==> config.mk <==
export PLATFORM = sky130hd
export DESIGN_NAME = decode_stage
export DESIGN_NICKNAME = d
export VERILOG_FILES = /design/src/rtl/decode_pkg.sv /design/src/rtl/instr_decode_comb.sv /design/src/rtl/decode_stage.sv
export SDC_FILE = /design/constraint.sdc
export NUM_CORES = 1
export LEC_CHECK = 0
export ABC_AREA = 0
export BUFFER_PORTS_ARGS = -buffer_cell sky130_fd_sc_hd__buf_2
export CAP_MARGIN = 20
export CORE_AREA = 2 2 143 145
export CTS_CLUSTER_SIZE = 40
export DETAILED_ROUTE_END_ITERATION = 7
export DIE_AREA = 0 0 145 147
export PLACE_DENSITY = 0.67
export SKIP_LAST_GASP = 1
export SYNTH_ARGS = -nofsm -noshare
export SYNTH_HDL_FRONTEND = slang
export SYNTH_SLANG_ARGS = --single-unit
==> constraint.sdc <==
create_clock -name clk -period 5 [get_ports clk]
set_input_delay 1 -clock clk [delete_from_list [all_inputs] [get_ports clk]]
set_output_delay 1 -clock clk [all_outputs]
set_load 0.1 [all_outputs]
==> src/rtl/decode_pkg.sv <==
// rtl/decode_pkg.sv - opcode, ALU/immediate/result codes and control bundle for the RV32I decode stage
package decode_pkg;

  localparam logic [6:0] OPC_LOAD   = 7'b0000011;
  localparam logic [6:0] OPC_OP_IMM = 7'b0010011;
  localparam logic [6:0] OPC_AUIPC  = 7'b0010111;
  localparam logic [6:0] OPC_STORE  = 7'b0100011;
  localparam logic [6:0] OPC_OP     = 7'b0110011;
  localparam logic [6:0] OPC_LUI    = 7'b0110111;
  localparam logic [6:0] OPC_BRANCH = 7'b1100011;
  localparam logic [6:0] OPC_JALR   = 7'b1100111;
  localparam logic [6:0] OPC_JAL    = 7'b1101111;

  localparam logic [3:0] ALU_ADD  = 4'd0;
  localparam logic [3:0] ALU_SUB  = 4'd1;
  localparam logic [3:0] ALU_AND  = 4'd2;
  localparam logic [3:0] ALU_OR   = 4'd3;
  localparam logic [3:0] ALU_SLT  = 4'd4;
  localparam logic [3:0] ALU_SLL  = 4'd5;
  localparam logic [3:0] ALU_SLTU = 4'd6;
  localparam logic [3:0] ALU_XOR  = 4'd7;
  localparam logic [3:0] ALU_SRL  = 4'd8;
  localparam logic [3:0] ALU_SRA  = 4'd9;

  localparam logic [2:0] IMM_I = 3'd0;
  localparam logic [2:0] IMM_S = 3'd1;
  localparam logic [2:0] IMM_B = 3'd2;
  localparam logic [2:0] IMM_J = 3'd3;
  localparam logic [2:0] IMM_U = 3'd4;

  localparam logic [1:0] RES_ALU = 2'd0;
  localparam logic [1:0] RES_MEM = 2'd1;
  localparam logic [1:0] RES_IMM = 2'd2;
  localparam logic [1:0] RES_PC4 = 2'd3;

  typedef enum logic [1:0] {
    ST_EMPTY,
    ST_MAIN,
    ST_SKID
  } stage_state_e;

  typedef struct packed {
    logic [4:0] rd;
    logic [4:0] rs1;
    logic [4:0] rs2;
    logic       reg_write;
    logic [2:0] imm_source;
    logic [2:0] load_ctrl;
    logic [1:0] store_ctrl;
    logic       src_a_in;
    logic       src_b_in;
    logic [1:0] result_source;
    logic       mem_write;
    logic       branch;
    logic [2:0] branch_cond;
    logic       jump;
    logic       jalr;
    logic [3:0] alu_ctrl;
    logic       is_mul_div;
    logic [2:0] mul_div_op;
    logic       illegal;
  } ctrl_t;

  // ALU op for the funct3 of an OP/OP_IMM instruction, ignoring funct7
  function automatic logic [3:0] alu_base(input logic [2:0] funct3);
    case (funct3)
      3'd0:    return ALU_ADD;
      3'd1:    return ALU_SLL;
      3'd2:    return ALU_SLT;
      3'd3:    return ALU_SLTU;
      3'd4:    return ALU_XOR;
      3'd5:    return ALU_SRL;
      3'd6:    return ALU_OR;
      default: return ALU_AND;
    endcase
  endfunction

endpackage

==> src/rtl/instr_decode_comb.sv <==
// rtl/instr_decode_comb.sv - combinational RV32I(+M) instruction word to control bundle decode
module instr_decode_comb
  import decode_pkg::*;
#(
  parameter int ENABLE_M = 0
) (
  input  logic [31:0] instr,
  output ctrl_t       ctrl
);

  logic [6:0] opcode;
  logic [2:0] funct3;
  logic [6:0] funct7;
  logic       legal;

  assign opcode = instr[6:0];
  assign funct3 = instr[14:12];
  assign funct7 = instr[31:25];

  always_comb begin
    ctrl      = '0;
    legal     = 1'b1;
    ctrl.rd   = instr[11:7];
    ctrl.rs1  = instr[19:15];
    ctrl.rs2  = instr[24:20];
    case (opcode)
      OPC_LOAD: begin
        legal              = !(funct3 == 3'd3 || funct3 == 3'd6 || funct3 == 3'd7);
        ctrl.imm_source    = IMM_I;
        ctrl.load_ctrl     = funct3;
        ctrl.src_a_in      = 1'b1;
        ctrl.src_b_in      = 1'b1;
        ctrl.result_source = RES_MEM;
        ctrl.reg_write     = 1'b1;
      end
      OPC_STORE: begin
        legal           = (funct3 <= 3'd2);
        ctrl.imm_source = IMM_S;
        ctrl.store_ctrl = funct3[1:0];
        ctrl.src_a_in   = 1'b1;
        ctrl.src_b_in   = 1'b1;
        ctrl.mem_write  = 1'b1;
      end
      OPC_OP: begin
        ctrl.src_a_in  = 1'b1;
        ctrl.reg_write = 1'b1;
        if (funct7 == 7'b0000000) begin
          ctrl.alu_ctrl = alu_base(funct3);
        end else if (funct7 == 7'b0100000 && (funct3 == 3'd0 || funct3 == 3'd5)) begin
          ctrl.alu_ctrl = (funct3 == 3'd0) ? ALU_SUB : ALU_SRA;
        end else if (funct7 == 7'b0000001 && ENABLE_M != 0) begin
          ctrl.is_mul_div = 1'b1;
          ctrl.mul_div_op = funct3;
        end else begin
          legal = 1'b0;
        end
      end
      OPC_OP_IMM: begin
        ctrl.imm_source = IMM_I;
        ctrl.src_a_in   = 1'b1;
        ctrl.src_b_in   = 1'b1;
        ctrl.reg_write  = 1'b1;
        ctrl.alu_ctrl   = alu_base(funct3);
        // Shift immediates reuse funct7 as an opcode extension; only SRAI may set bit 30
        if (funct3 == 3'd1) begin
          legal = (funct7 == 7'b0000000);
        end else if (funct3 == 3'd5) begin
          if (funct7 == 7'b0100000) ctrl.alu_ctrl = ALU_SRA;
          else if (funct7 != 7'b0000000) legal = 1'b0;
        end
      end
      OPC_LUI: begin
        ctrl.imm_source    = IMM_U;
        ctrl.src_a_in      = 1'b1;
        ctrl.src_b_in      = 1'b1;
        ctrl.result_source = RES_IMM;
        ctrl.reg_write     = 1'b1;
      end
      OPC_AUIPC: begin
        ctrl.imm_source = IMM_U;
        ctrl.src_b_in   = 1'b1;
        ctrl.reg_write  = 1'b1;
      end
      OPC_BRANCH: begin
        legal            = !(funct3 == 3'd2 || funct3 == 3'd3);
        ctrl.imm_source  = IMM_B;
        ctrl.src_a_in    = 1'b1;
        ctrl.branch      = 1'b1;
        ctrl.branch_cond = funct3;
        ctrl.alu_ctrl    = ALU_SUB;
      end
      OPC_JAL: begin
        ctrl.imm_source    = IMM_J;
        ctrl.src_b_in      = 1'b1;
        ctrl.jump          = 1'b1;
        ctrl.result_source = RES_PC4;
        ctrl.reg_write     = 1'b1;
      end
      OPC_JALR: begin
        legal              = (funct3 == 3'd0);
        ctrl.imm_source    = IMM_I;
        ctrl.src_a_in      = 1'b1;
        ctrl.src_b_in      = 1'b1;
        ctrl.jump          = 1'b1;
        ctrl.jalr          = 1'b1;
        ctrl.result_source = RES_PC4;
        ctrl.reg_write     = 1'b1;
      end
      default: legal = 1'b0;
    endcase

    if (ctrl.rd == 5'd0) ctrl.reg_write = 1'b0;

    // Illegal words still flow to execute so it can trap; only indices survive
    if (!legal || instr[1:0] != 2'b11) begin
      ctrl         = '0;
      ctrl.rd      = instr[11:7];
      ctrl.rs1     = instr[19:15];
      ctrl.rs2     = instr[24:20];
      ctrl.illegal = 1'b1;
    end
  end

endmodule

==> src/rtl/decode_stage.sv <==
// rtl/decode_stage.sv - registered decode stage with 2-entry skid buffer between fetch and execute
module decode_stage
  import decode_pkg::*;
#(
  parameter int XLEN     = 32,
  parameter int ENABLE_M = 0
) (
  input  logic            clk,
  input  logic            rst,
  input  logic            flush,
  input  logic            in_valid,
  output logic            in_ready,
  input  logic [31:0]     in_instr,
  input  logic [XLEN-1:0] in_pc,
  output logic            out_valid,
  input  logic            out_ready,
  output logic [XLEN-1:0] out_pc,
  output logic [4:0]      out_rd,
  output logic [4:0]      out_rs1,
  output logic [4:0]      out_rs2,
  output logic            out_regWrite,
  output logic [2:0]      out_immSource,
  output logic [2:0]      out_loadCtrl,
  output logic [1:0]      out_storeCtrl,
  output logic            out_srcAIn,
  output logic            out_srcBIn,
  output logic [1:0]      out_resultSource,
  output logic            out_memWrite,
  output logic            out_branch,
  output logic [2:0]      out_branchCond,
  output logic            out_jump,
  output logic            out_jalr,
  output logic [3:0]      out_ALUCtrl,
  output logic            out_isMulDiv,
  output logic [2:0]      out_mulDivOp,
  output logic            out_illegal
);

  ctrl_t           dec;
  ctrl_t           main_ctrl;
  ctrl_t           skid_ctrl;
  logic [XLEN-1:0] main_pc;
  logic [XLEN-1:0] skid_pc;
  stage_state_e    state;
  logic            accept;
  logic            transfer;

  instr_decode_comb #(.ENABLE_M(ENABLE_M)) u_decode (
    .instr(in_instr),
    .ctrl (dec)
  );

  assign accept   = in_valid & in_ready;
  assign transfer = out_valid & out_ready;

  // Main always holds the oldest entry; skid only fills while main is stalled
  always_ff @(posedge clk or posedge rst) begin
    if (rst) begin
      state     <= ST_EMPTY;
      main_ctrl <= '0;
      skid_ctrl <= '0;
      main_pc   <= '0;
      skid_pc   <= '0;
      out_valid <= 1'b0;
      in_ready  <= 1'b1;
    end else if (flush) begin
      state     <= ST_EMPTY;
      out_valid <= 1'b0;
      in_ready  <= 1'b1;
    end else begin
      case (state)
        ST_EMPTY: begin
          if (accept) begin
            main_ctrl <= dec;
            main_pc   <= in_pc;
            state     <= ST_MAIN;
            out_valid <= 1'b1;
          end
        end
        ST_MAIN: begin
          if (accept && transfer) begin
            main_ctrl <= dec;
            main_pc   <= in_pc;
          end else if (accept) begin
            skid_ctrl <= dec;
            skid_pc   <= in_pc;
            state     <= ST_SKID;
            in_ready  <= 1'b0;
          end else if (transfer) begin
            state     <= ST_EMPTY;
            out_valid <= 1'b0;
          end
        end
        ST_SKID: begin
          if (transfer) begin
            main_ctrl <= skid_ctrl;
            main_pc   <= skid_pc;
            state     <= ST_MAIN;
            in_ready  <= 1'b1;
          end
        end
        default: begin
          state     <= ST_EMPTY;
          out_valid <= 1'b0;
          in_ready  <= 1'b1;
        end
      endcase
    end
  end

  assign out_pc           = main_pc;
  assign out_rd           = main_ctrl.rd;
  assign out_rs1          = main_ctrl.rs1;
  assign out_rs2          = main_ctrl.rs2;
  assign out_regWrite     = main_ctrl.reg_write;
  assign out_immSource    = main_ctrl.imm_source;
  assign out_loadCtrl     = main_ctrl.load_ctrl;
  assign out_storeCtrl    = main_ctrl.store_ctrl;
  assign out_srcAIn       = main_ctrl.src_a_in;
  assign out_srcBIn       = main_ctrl.src_b_in;
  assign out_resultSource = main_ctrl.result_source;
  assign out_memWrite     = main_ctrl.mem_write;
  assign out_branch       = main_ctrl.branch;
  assign out_branchCond   = main_ctrl.branch_cond;
  assign out_jump         = main_ctrl.jump;
  assign out_jalr         = main_ctrl.jalr;
  assign out_ALUCtrl      = main_ctrl.alu_ctrl;
  assign out_isMulDiv     = main_ctrl.is_mul_div;
  assign out_mulDivOp     = main_ctrl.mul_div_op;
  assign out_illegal      = main_ctrl.illegal;

endmodule

**Word level (Yosys, flattened, before mapping)**

Cells that the tools add are included.

- Multiply operators: 0
- Equal/unequal tests: 32
- $add $sub $neg: 0
- Reduce and logical (&&, ||, !) cells: 27
- Bitwise gates (word level): 4
- Shifts and indexed selects: 0
- Multiplexer cells: 54
- Divide/modulo/power cells: 0
- Order comparisons: 1

Operators by type and width:

| cell | number |
|---|---|
| two-way mux 44 bit | 3 |
| case mux 44 bit (3 select lines) | 1 |
| two-way mux 32 bit | 3 |
| case mux 32 bit (3 select lines) | 1 |
| two-way mux 29 bit | 1 |
| equality test 7 x 6 -> 1 bit (second input constant) | 4 |
| two-way mux 4 bit | 7 |
| case mux 4 bit (7 select lines) | 1 |
| two-way mux 1 bit | 22 |
| equality test 7 bit (second input constant) | 3 |
| OR reduction 7 bit | 3 |
| inequality test 3 bit (second input constant) | 6 |
| equality test 7 x 5 -> 1 bit (second input constant) | 2 |
| two-way mux 2 bit | 7 |
| equality test 3 bit (second input constant) | 4 |
| inequality test 2 bit (second input constant) | 6 |
| case mux 2 bit (3 select lines) | 2 |
| case mux 3 bit (4 select lines) | 1 |
| case mux 4 bit (3 select lines) | 1 |
| AND reduction 4 bit | 3 |
| AND reduction 5 bit | 2 |
| equality test 7 x 2 -> 1 bit (second input constant) | 1 |
| zero test 7 bit | 1 |
| case mux 1 bit (7 select lines) | 1 |
| 20 further kinds | 32 |

- Bits in read-only memories: 0
- Latch bits: 0
- Memories: 0
- Register bits after elaboration: 156
- Bits in writable memories: 0

**Logic depth before layout (Yosys ltp)**

Gate-level depths: netlist (run 1).

- Depth in word-level cells: 11
- Depth in mapped cells: 8
- Depth with buffers taken out: 5

**Hierarchy**

Synthesis (run 1) repeated with hierarchy kept, for this count alone.

- Cells, all modules: 750
- Area total of the unflattened synthesis: 8,415.6 µm²

Modules (own cells, without submodules):

| module | area each (µm²) | instances | cells each | sequential area each (µm²) |
|---|---|---|---|---|
| decode_stage | 7,686.1 | 1 | 641 | 3,905.0 |
| instr_decode_comb | 729.4 | 1 | 109 | 0.0 |

**Worst setup path after synthesis (run 1)**

OpenSTA, ideal clock, no wires.

- Path kind: register -> register
- Start: reg out_valid
- End: reg main_ctrl, in the netlist out_ALUCtrl[3]
- Cell stages (with the launch flop): 7
- Path buffers: 1
- Period minus slack after synthesis: 2.490 ns
- Data required time: 4.867 ns
- Arrival time: 2.357 ns
- Slack: 2.510 ns
- Cell sequence: dfrtp_1 a21boi_2 o31a_1 nor2_2 buf_1 mux2i_1 o41ai_2

- Longest elaborated chain between the ends: 4
- Elaborated cells on any way between the ends: 5
- Classes of those cells: eq/ne (2); bitwise (1); reduce/logical (2)

RTL lines:

| element | RTL line | text |
|---|---|---|
| from (decl) | decode_stage.sv:15 | `output logic out_valid,` |
| from (signal assigned) | decode_stage.sv:64 | `out_valid <= 1'b0;` |
| from (signal assigned) | decode_stage.sv:68 | `out_valid <= 1'b0;` |
| from (signal assigned) | decode_stage.sv:77 | `out_valid <= 1'b1;` |
| AND 1 bit * | decode_stage.sv:54 | `assign transfer = out_valid & out_ready;` |
| logical AND 1 bit | decode_stage.sv:81 | `if (accept && transfer) begin` |
| inequality test 2 bit (no line) | -- |  |
| AND reduction 5 bit (no line) * | -- |  |
| to (signal assigned) | decode_stage.sv:96 | `main_ctrl <= skid_ctrl;` |
| to (decl) | decode_stage.sv:40 | `ctrl_t main_ctrl;` |

Every way passes the cells marked *; elsewhere a longest branch is shown, timed or not.
A chain may end at the register's enable or synchronous reset.

**Final worst setup path (run 1)**

- Start: in out_ready
- End: reg main_ctrl, in the netlist out_ALUCtrl[2]

- Longest elaborated chain between the ends: 4
- Elaborated cells on any way between the ends: 5
- Classes of those cells: eq/ne (2); bitwise (1); reduce/logical (2)

RTL lines:

| element | RTL line | text |
|---|---|---|
| from (decl) | decode_stage.sv:16 | `input logic out_ready,` |
| AND 1 bit * | decode_stage.sv:54 |  |
| logical AND 1 bit | decode_stage.sv:81 |  |
| inequality test 2 bit (no line) | -- |  |
| AND reduction 5 bit (no line) * | -- |  |

Marks and branches as above.

==> flow_summary.toml, run 1 <==
[worst_hold_path]
hold_class = "register to register"
hp-start = "skid_ctrl[6]"
whs_endpoint = "skid_ctrl[6]"
min_path_cells = 2

[clocking]
htreeDepth = 4
cts_resized = 0
cts_hold_buf = 0
path_clk_slew_ns = 0.06
cts_sinks = 148
clock_path_buffers = 2
cts_setup_buffers = 0
cts-root-buf = "clkbuf_16"
cts_tree = "built"
numCtsBuffers = 17
clock_latency_ns = 0.41

[power_and_ir_drop]
ir_drop_v = 0.000260
combPwrFrac_pct = 43.5
internal_power_uw = 2830
p_leak_uw = 0.00400
power.density_nw_per_um2 = 665
p_sw_uw = 2730
finalPower_uw = 5560
pwr-share-clk_pct = 23.9
switching_share_pct = 49.0
seqPwrFrac_pct = 32.6

[worst_setup_path]
slowest_delay_ns = 0.54
crit_path_end_kind = "register"
cp.required_ns = 5.28
worstPathArrival_ns = 2.80
cp_max_fo = 66
cp_cell_sequence = "buf_2 > a21boi_2 > o31a_1 > nor2_4 > buf_4 > nand2_1 > o41ai_1"
r2r_setup_slack_ns = 2.60
reg2reg_to = "out_ALUCtrl[2]"
critPathKind = "input pin to register"
r2r-start = "in_ready"
crit_slowest_cell = "buf_4"
ff2ff_path_depth = 6
worstSetupStartpointType = "input pin"

[sta]
fin_crit_sh_pct = 50.4
setup_violations = 0
clock_skew_ns = 0.00645
worst_pin_slew_ns = 1.04
slew_violations = 0
max_freq_ghz = 0.397
timing.final.ws_setup_ns = 2.48
hold_ws_ns = 0.471
period_minus_slack_ns = 2.52
finalSetupTns_ns = 0
grt_setup_unrepaired = "no"
slew_headroom_pct = 30.5
hold_viol = 0

[floorplanning]
dieHeight_um = 147
die-area_um2 = 21300
initial_core_util_pct = 34.5
pin_count = 147
design.core.area_um2 = 19800
rows = 52
die_w_um = 145

[grt]
grt_pass1_wl_um = 28600
grt_antenna_before_repair = 0
overflow = 0
gr-usage-all-layers_pct = 16.7
grt_pass1_vias = 5419
grt_max_degree = 86

[detailed_routing]
ant_nets = 0
drt-vias-per-instance = 4.81
first_pass_iters = 4
drc = 0
wire_per_inst_um = 14.5
wl_um = 17400
dr_total_vias = 5747
first_iter_violations = 323

[logic_synthesis]
yosys.cell_count.top_type = "nand2_1"
synth_xor_area_share_pct = 0.128
yosysSeqAreaShare_pct = 54.1
syn_inst = 800
syn_avg_cell_area_um2 = 8.56
synth.area.top_cells = "dfrtp_1 54%, nand2_1 17%, a31oi_1 5.5%, nor2_1 4.1%, clkbuf_1 1.9%"
syn-cell-area_um2 = 6850
synth_edf_count = 0
yosys.area.top_type = "dfrtp_1"
synth_top_area_share_pct = 53.7
async_flop_share_pct = 100
synthFlopType = "dfrtp_1"
synth_simple_gate_area_share_pct = 27.8
yosys_register_bits = 148
synth_compound_area_share_pct = 12.9
synth.distinct_cells = 60
synth_common_cells = "306 x nand2_1, 147 x dfrtp_1, 75 x nor2_1, 60 x a31oi_1, 35 x clkbuf_1"
synthMuxAreaShare_pct = 0.877
synth_top_family_by_area = "simple AND/OR/NAND/NOR gates"
synthAdderAreaFrac_pct = 0
ys_warn_count = 0

[placement]
placed_cell_area_um2 = 7750
place.gp.congestion = 0.829
dp_slack_ns = 2.02
place.port_buffers = 142
hpwl_um = 11500

[layout]
antenna_cells = 0
nets = 982
postLayoutCellArea_um2 = 8360
syn2layout_area_growth_pct = 22.2
layout-drive-gt1-share_pct = 21.9

[job]
cap_violations = 0

[status]
status = "complete, no violations"
## critical path, delay by kind of cell
family,cells,cell delay (ns)
compound gates,3,0.77
buf+inv,2,0.68
simple gates,2,0.34
## cell families (layout without fill, tap and decap cells)
logic type,count (synthesis),after routing
mux,6,6
flops,148,148
xor+xnor,1,1
simple gates,451,451
compound gates,129,129
buf+inv,64,187
other cells,1,4
## layout by cell type (no fill, tap or decap), drive strengths merged, types with 4 or more instances in the layout
master and instances:
dfrtp 147, and2 9, nand3 24, nor2b 6, mux2i 6, nand2b 4, nor2 76, o31ai 6
nand2 306, conb 4, a21oi 17, buf 152, o41ai 9, o21ai 17, inv 4, a31oi 60
a211oi 4, nor3 5, clkbuf 24
## worst max path at each step
stage,from,endpoint,slack (ns),depth (start not counted)
2_1_floorplan,rst,out_ALUCtrl[0],0.02,1
3_3_place_gp,out_ready,out_ALUCtrl[3],2.13,7
3_5_place_dp,in_valid,out_ALUCtrl[2],2.02,7
4_1_cts,out_ready,out_ALUCtrl[2],2.47,7
5_1_grt,out_ready,out_ALUCtrl[2],2.32,7
6_report,out_ready,out_ALUCtrl[2],2.48,7
## sequential cells by signal, indices dropped and copies added (netlist names), 2 cells and up
signal,flops
out_resultSource,2
out_rs1,5
out_pc,32
out_ALUCtrl,4
skid_pc,32
out_immSource,3
out_rd,5
out_branchCond,3
state,2
skid_ctrl,40
out_rs2,5
out_loadCtrl,3
out_storeCtrl,2
## area by class of cell
type | count | area [um^2]
flip-flops and latches | 148 | 3700
clock buffers | 24 | 492
clock inverters | 8 | 124
inverters | 3 | 16.3
fillers | 2000 | 11500
well taps | 270 | 338
multi-input cells | 591 | 2890
repair buffers | 152 | 798
## per-stage QoR
step,util (%),std cells
global route,42.2,1196
detailed placement,39.0,1164
floorplan,-,803
global placement,38.9,1163
CTS,42.2,1196
finish,42.2,1196
## per-layer routing
metal	share of wire (%)	track usage, %	vias to the layer above
met2	48	27.9	140
li1	-	-	2879
met3	4.5	3.51	9
met5	0	0	-
met1	46	22.1	2719
met4	0.69	4.46	0
## power groups by stage
stage               clock network (uW)  logic, uW  registers, uW
global placement                     0       2410           1820
CTS                               1360       2440           1810
global route                      1410       2550           1870
floorplan                            0        522           3310
finish                            1330       2420           1810
detailed placement                   0       2440           1830
Note: power is estimated with default switching activity, not from simulation.
==> inputs of run 2 (changes only) <==
- PLACE_DENSITY: 0.67 -> 0.65
- clock period: 5 -> 2.4 ns (I/O delays scaled with it)
==> run 2 against run 1 <==
Design area grew 2.3%; count of clock-buffer cells in the layout shrank 3; utilization grew 0.98 points; flip-flop and latch count is the same; critical endpoint is now out_rs2[4]; wire length grew 2.2%; clock skew grew 0.0028 ns; critical path depth shrank 1; total power grew 110%; global-route usage grew 0.45 points; register-to-register slack lost 2.3 ns; worst hold slack lost 0.28 ns; clock power grew 130%.
==> flow_summary.toml, run 2 (same netlist as run 1, synthesis figures left out) <==
[sta]
period_minus_slack_ns = 2.06
finalSetupTns_ns = 0
fin_crit_sh_pct = 85.7
grt_setup_unrepaired = "no"
slew_violations = 0
max_freq_ghz = 0.486
worst_pin_slew_ns = 0.847
slew_headroom_pct = 43.2
clock_skew_ns = 0.00929
hold_viol = 0
setup_violations = 0

[power_and_ir_drop]
power.density_nw_per_um2 = 1390
finalPower_uw = 11900
ir_drop_v = 0.000725
p_leak_uw = 0.00410

[clocking]
htreeDepth = 4
cts_setup_buffers = 0
clock_latency_ns = 0.42
cts_tree = "built"
numCtsBuffers = 17
path_clk_slew_ns = 0.06
cts_hold_buf = 0
cts_resized = 0
cts-root-buf = "clkbuf_16"
cts_sinks = 148
clock_path_buffers = 2

[detailed_routing]
ant_nets = 0
drc = 0
first_pass_iters = 5
wire_per_inst_um = 14.7
wl_um = 17800
drt-vias-per-instance = 4.85
dr_total_vias = 5857
first_iter_violations = 397

[worst_setup_path]
r2r_setup_slack_ns = 0.34
worstPathArrival_ns = 2.38
cp.required_ns = 2.73
ff2ff_path_depth = 6
critPathKind = "register to register"
worstSetupStartpointType = "register"
cp_max_fo = 58
reg2reg_to = "out_rs2[4]"
crit_path_end_kind = "register"
r2r-start = "state[0]"

[layout]
fin_util_pct = 43.1
nets = 993
top_register = "skid_ctrl"
final_common_cell = "nand2_1"
largest_reg_flops = 40
fill_cells = 1934
syn2layout_area_growth_pct = 25.0
final_cell_mix = "306 x nand2_1, 147 x dfrtp_1, 142 x buf_2"
antenna_cells = 0
layout-drive-gt1-share_pct = 23.1

[floorplanning]
die_w_um = 145
dieHeight_um = 147
die-area_um2 = 21300
initial_core_util_pct = 34.5
design.core.area_um2 = 19800
rows = 52
pin_count = 147

[worst_hold_path]
hold_class = "input pin to asynchronous set/reset pin"

[grt]
use_met1_pct = 22.6
overflow = 0
grt_max_degree = 76
gr-usage-all-layers_pct = 17.1
grt_use_met3_pct = 3.60
grt_pass1_wl_um = 29300
top_usage_layer = "met2"
grt_pass1_vias = 5644
met2_usage_pct = 28.3
grt_antenna_before_repair = 0

[job]
cap_violations = 0

[placement]
place.gp.congestion = 0.873
place.port_buffers = 142
hpwl_um = 11800

[status]
status = "complete, no violations"
==> run 2: power breakdown <==
| part | total (uW) | switching (uW) | internal [uW] | leakage, uW |
|---|---|---|---|---|
| sequential | 3770 | 436 | 3330 | 0.00182 |
| clock | 3000 | 1060 | 1940 | 0.000320 |
| combinational | 5100 | 4240 | 857 | 0.00195 |
| total | 11900 | 5740 | 6130 | 0.00410 |
==> run 2: per-layer routing <==
metal	routed length, um	share of wire, %
met1	8400	47
met2	8440	48
met3	707	4.0
met4	220	1.2
met5	0	0
==> run 2: per-stage QoR <==
stage	instance area [um^2]	std cells	setup WS (ns)	hold slack [ns]
2_1_floorplan	6860	803	-0.0901	0.440
5_1_grt	8560	1207	0.224	0.225
3_3_place_gp	7890	1175	0.127	0.453
6_report	8560	1207	0.344	0.188
4_1_cts	8560	1207	0.341	0.210
3_5_place_dp	7890	1175	0.0756	0.452
==> run 2: worst max-delay path by stage <==
stage / endpoint / startpoint / depth (start not counted)
after floorplan: out_ALUCtrl[3] / out_valid / 6
after global placement: out_ALUCtrl[2] / in_instr[4] / 6
after detailed placement: out_ALUCtrl[2] / in_instr[4] / 6
after CTS: out_rs2[4] / state[0] / 6
after global routing: out_ALUCtrl[3] / state[0] / 5
final: out_rs2[4] / state[0] / 6
==> run 2: critical path, cell delays in order, from the launching register on <==
cell,delay (ns)
dfrtp_1,0.48
a21boi_2,0.20
o31a_1,0.32
nor2_4,0.38
buf_12,0.31
nor2_1,0.06
a31oi_1,0.18
==> run 2: final cells by class <==
type | count | area, um^2 | area share [%]
inverter | 3 | 15.0 | 0.175
timing repair buffer | 163 | 943 | 11.0
tap | 270 | 338 | 3.95
clock buffer | 21 | 470 | 5.50
sequential | 148 | 3700 | 43.3
clock inverter | 11 | 196 | 2.29
multi-input combinational | 591 | 2890 | 33.8
==> inputs of run 3 (changes only) <==
- RECOVER_POWER: not set -> 100
==> run 3 against run 2 <==
The run now ends with max-capacitance violations, max-slew violations left; setup slack worse by 0.083 ns; non-clock buffer count unchanged; critical path depth down 5; die area unchanged; combinational power down 2%; design area down 1.5%; sequential power about the same; wire length up 0.11%; total power down 0.65%; count of clock-buffer cells in the layout unchanged; critical path type is now register to output pin; largest power group unchanged; via count down 0.14%; critical endpoint is now out_pc[25].
==> flow_summary.toml, run 3 (same netlist as run 1, synthesis figures left out) <==
[worst_setup_path]
worstPathArrival_ns = 1.66
worstSetupStartpointType = "register"
critPathKind = "register to output pin"
crit_slowest_cell = "clkbuf_1"
crit_path_end_kind = "output pin"
critPathBufInv = 1
cp_max_fo = 2
slowest_delay_ns = 0.88
cp_cell_sequence = "clkbuf_1"
critical-path-top-delay-family = "buffers and inverters"
cp.required_ns = 1.92

[layout]
top_register = "skid_ctrl"
antenna_cells = 0
final_cell_mix = "306 x nand2_1, 147 x dfrtp_1, 75 x nor2_1"
largest_reg_flops = 40
syn2layout_area_growth_pct = 23.2
layout-drive-gt1-share_pct = 17.4
nets = 993
fin_util_pct = 42.5
stdcell_count = 1207
postLayoutCellArea_um2 = 8430
final_common_cell = "nand2_1"

[placement]
hpwl_um = 11800
place.port_buffers = 142
placed_cell_area_um2 = 7890
dp_slack_ns = 0.0756
dp.cells = 1175
place.gp.congestion = 0.873

[floorplanning]
pin_count = 147
design.core.area_um2 = 19800
initial_core_util_pct = 34.5
dieHeight_um = 147
die_w_um = 145
die-area_um2 = 21300
rows = 52

[power_and_ir_drop]
power.density_nw_per_um2 = 1400
p_leak_uw = 0.00394
ir_drop_v = 0.000717

[sta]
period_minus_slack_ns = 2.14
slew_headroom_pct = -25.1
fin_crit_sh_pct = 89.1
clock_skew_ns = 0.00928
hold_viol = 0
slew_violations = 150
max_freq_ghz = 0.468
timing.final.ws_setup_ns = 0.262
grt_setup_unrepaired = "no"
setup_violations = 0
worst_pin_slew_ns = 1.88

[detailed_routing]
first_pass_iters = 5
drt-vias-per-instance = 4.85
drc = 0
ant_nets = 0
wire_per_inst_um = 14.7
first_iter_violations = 417
wl_um = 17800
dr_total_vias = 5849

[clocking]
clock_latency_ns = 0.42
cts_hold_buf = 0
path_clk_slew_ns = 0.06
cts_setup_buffers = 0
cts_resized = 0
clock_path_buffers = 2
numCtsBuffers = 17
cts_tree = "built"
htreeDepth = 4
cts_sinks = 148
cts-root-buf = "clkbuf_16"

[grt]
grt_pass1_wl_um = 29300
gr-usage-all-layers_pct = 17.1
grt_antenna_before_repair = 0
overflow = 0
grt_max_degree = 76
grt_pass1_vias = 5644

[worst_hold_path]
hold_class = "input pin to register"

[status]
status = "finished, violations left"
violations = "max-capacitance violations, max-slew violations"

[job]
cap_violations = 2
## run 3: cell count changes in the layout (fill, tap and decap cells not counted), moves of 3 or more
cell      change
o21ai_1       -3
o21ai_0       +3
o41ai_1       +4
buf_2        -75
buf_1         +4
clkbuf_2     +32
o41ai_2       -4
clkbuf_1     +43
## run 3: layer usage
metal	wire length (um)	global-route usage (%)
met1	8280	22.6
met2	8500	28.3
met5	0	0
met3	777	3.60
met4	231	5.40
## run 3: final cells by class
class,count,area [um^2]
fill,1973,11400
sequential,148,3700
multi-input combinational,591,2860
timing repair buffer,163,850
clock buffer,21,470
tap,270,338
clock inverter,11,196
inverter,3,15.0
## run 3: worst paths after layout
check / start / endpoint / slack (ns) / depth (start not counted)
min in group asynchronous: rst / out_pc[12] / 0.72 / 3
max in group asynchronous: rst / out_rd[0] / 0.54 / 3
hold / removal: in_pc[29] / skid_pc[29] / 0.26 / 3
setup / recovery: out_pc[25] / out_pc[25] / 0.26 / 1
setup reg to reg: state[0] / skid_pc[28] / 0.32 / 6
hold reg to reg: skid_ctrl[7] / skid_ctrl[7] / 0.47 / 2
## run 3: per-stage QoR
step,hold slack (ns),TNS (ns),total power (uW)
floorplan,0.440,-0.108,7990
global placement,0.453,0,8870
detailed placement,0.452,0,8950
CTS,0.210,0,12000
global route,0.246,0,12400
finish,0.262,0,11800
## run 3: power breakdown
group	internal [uW]	switching, uW
logic	756	4240
clock network	1940	1070
registers	3330	451
total	6020	5760
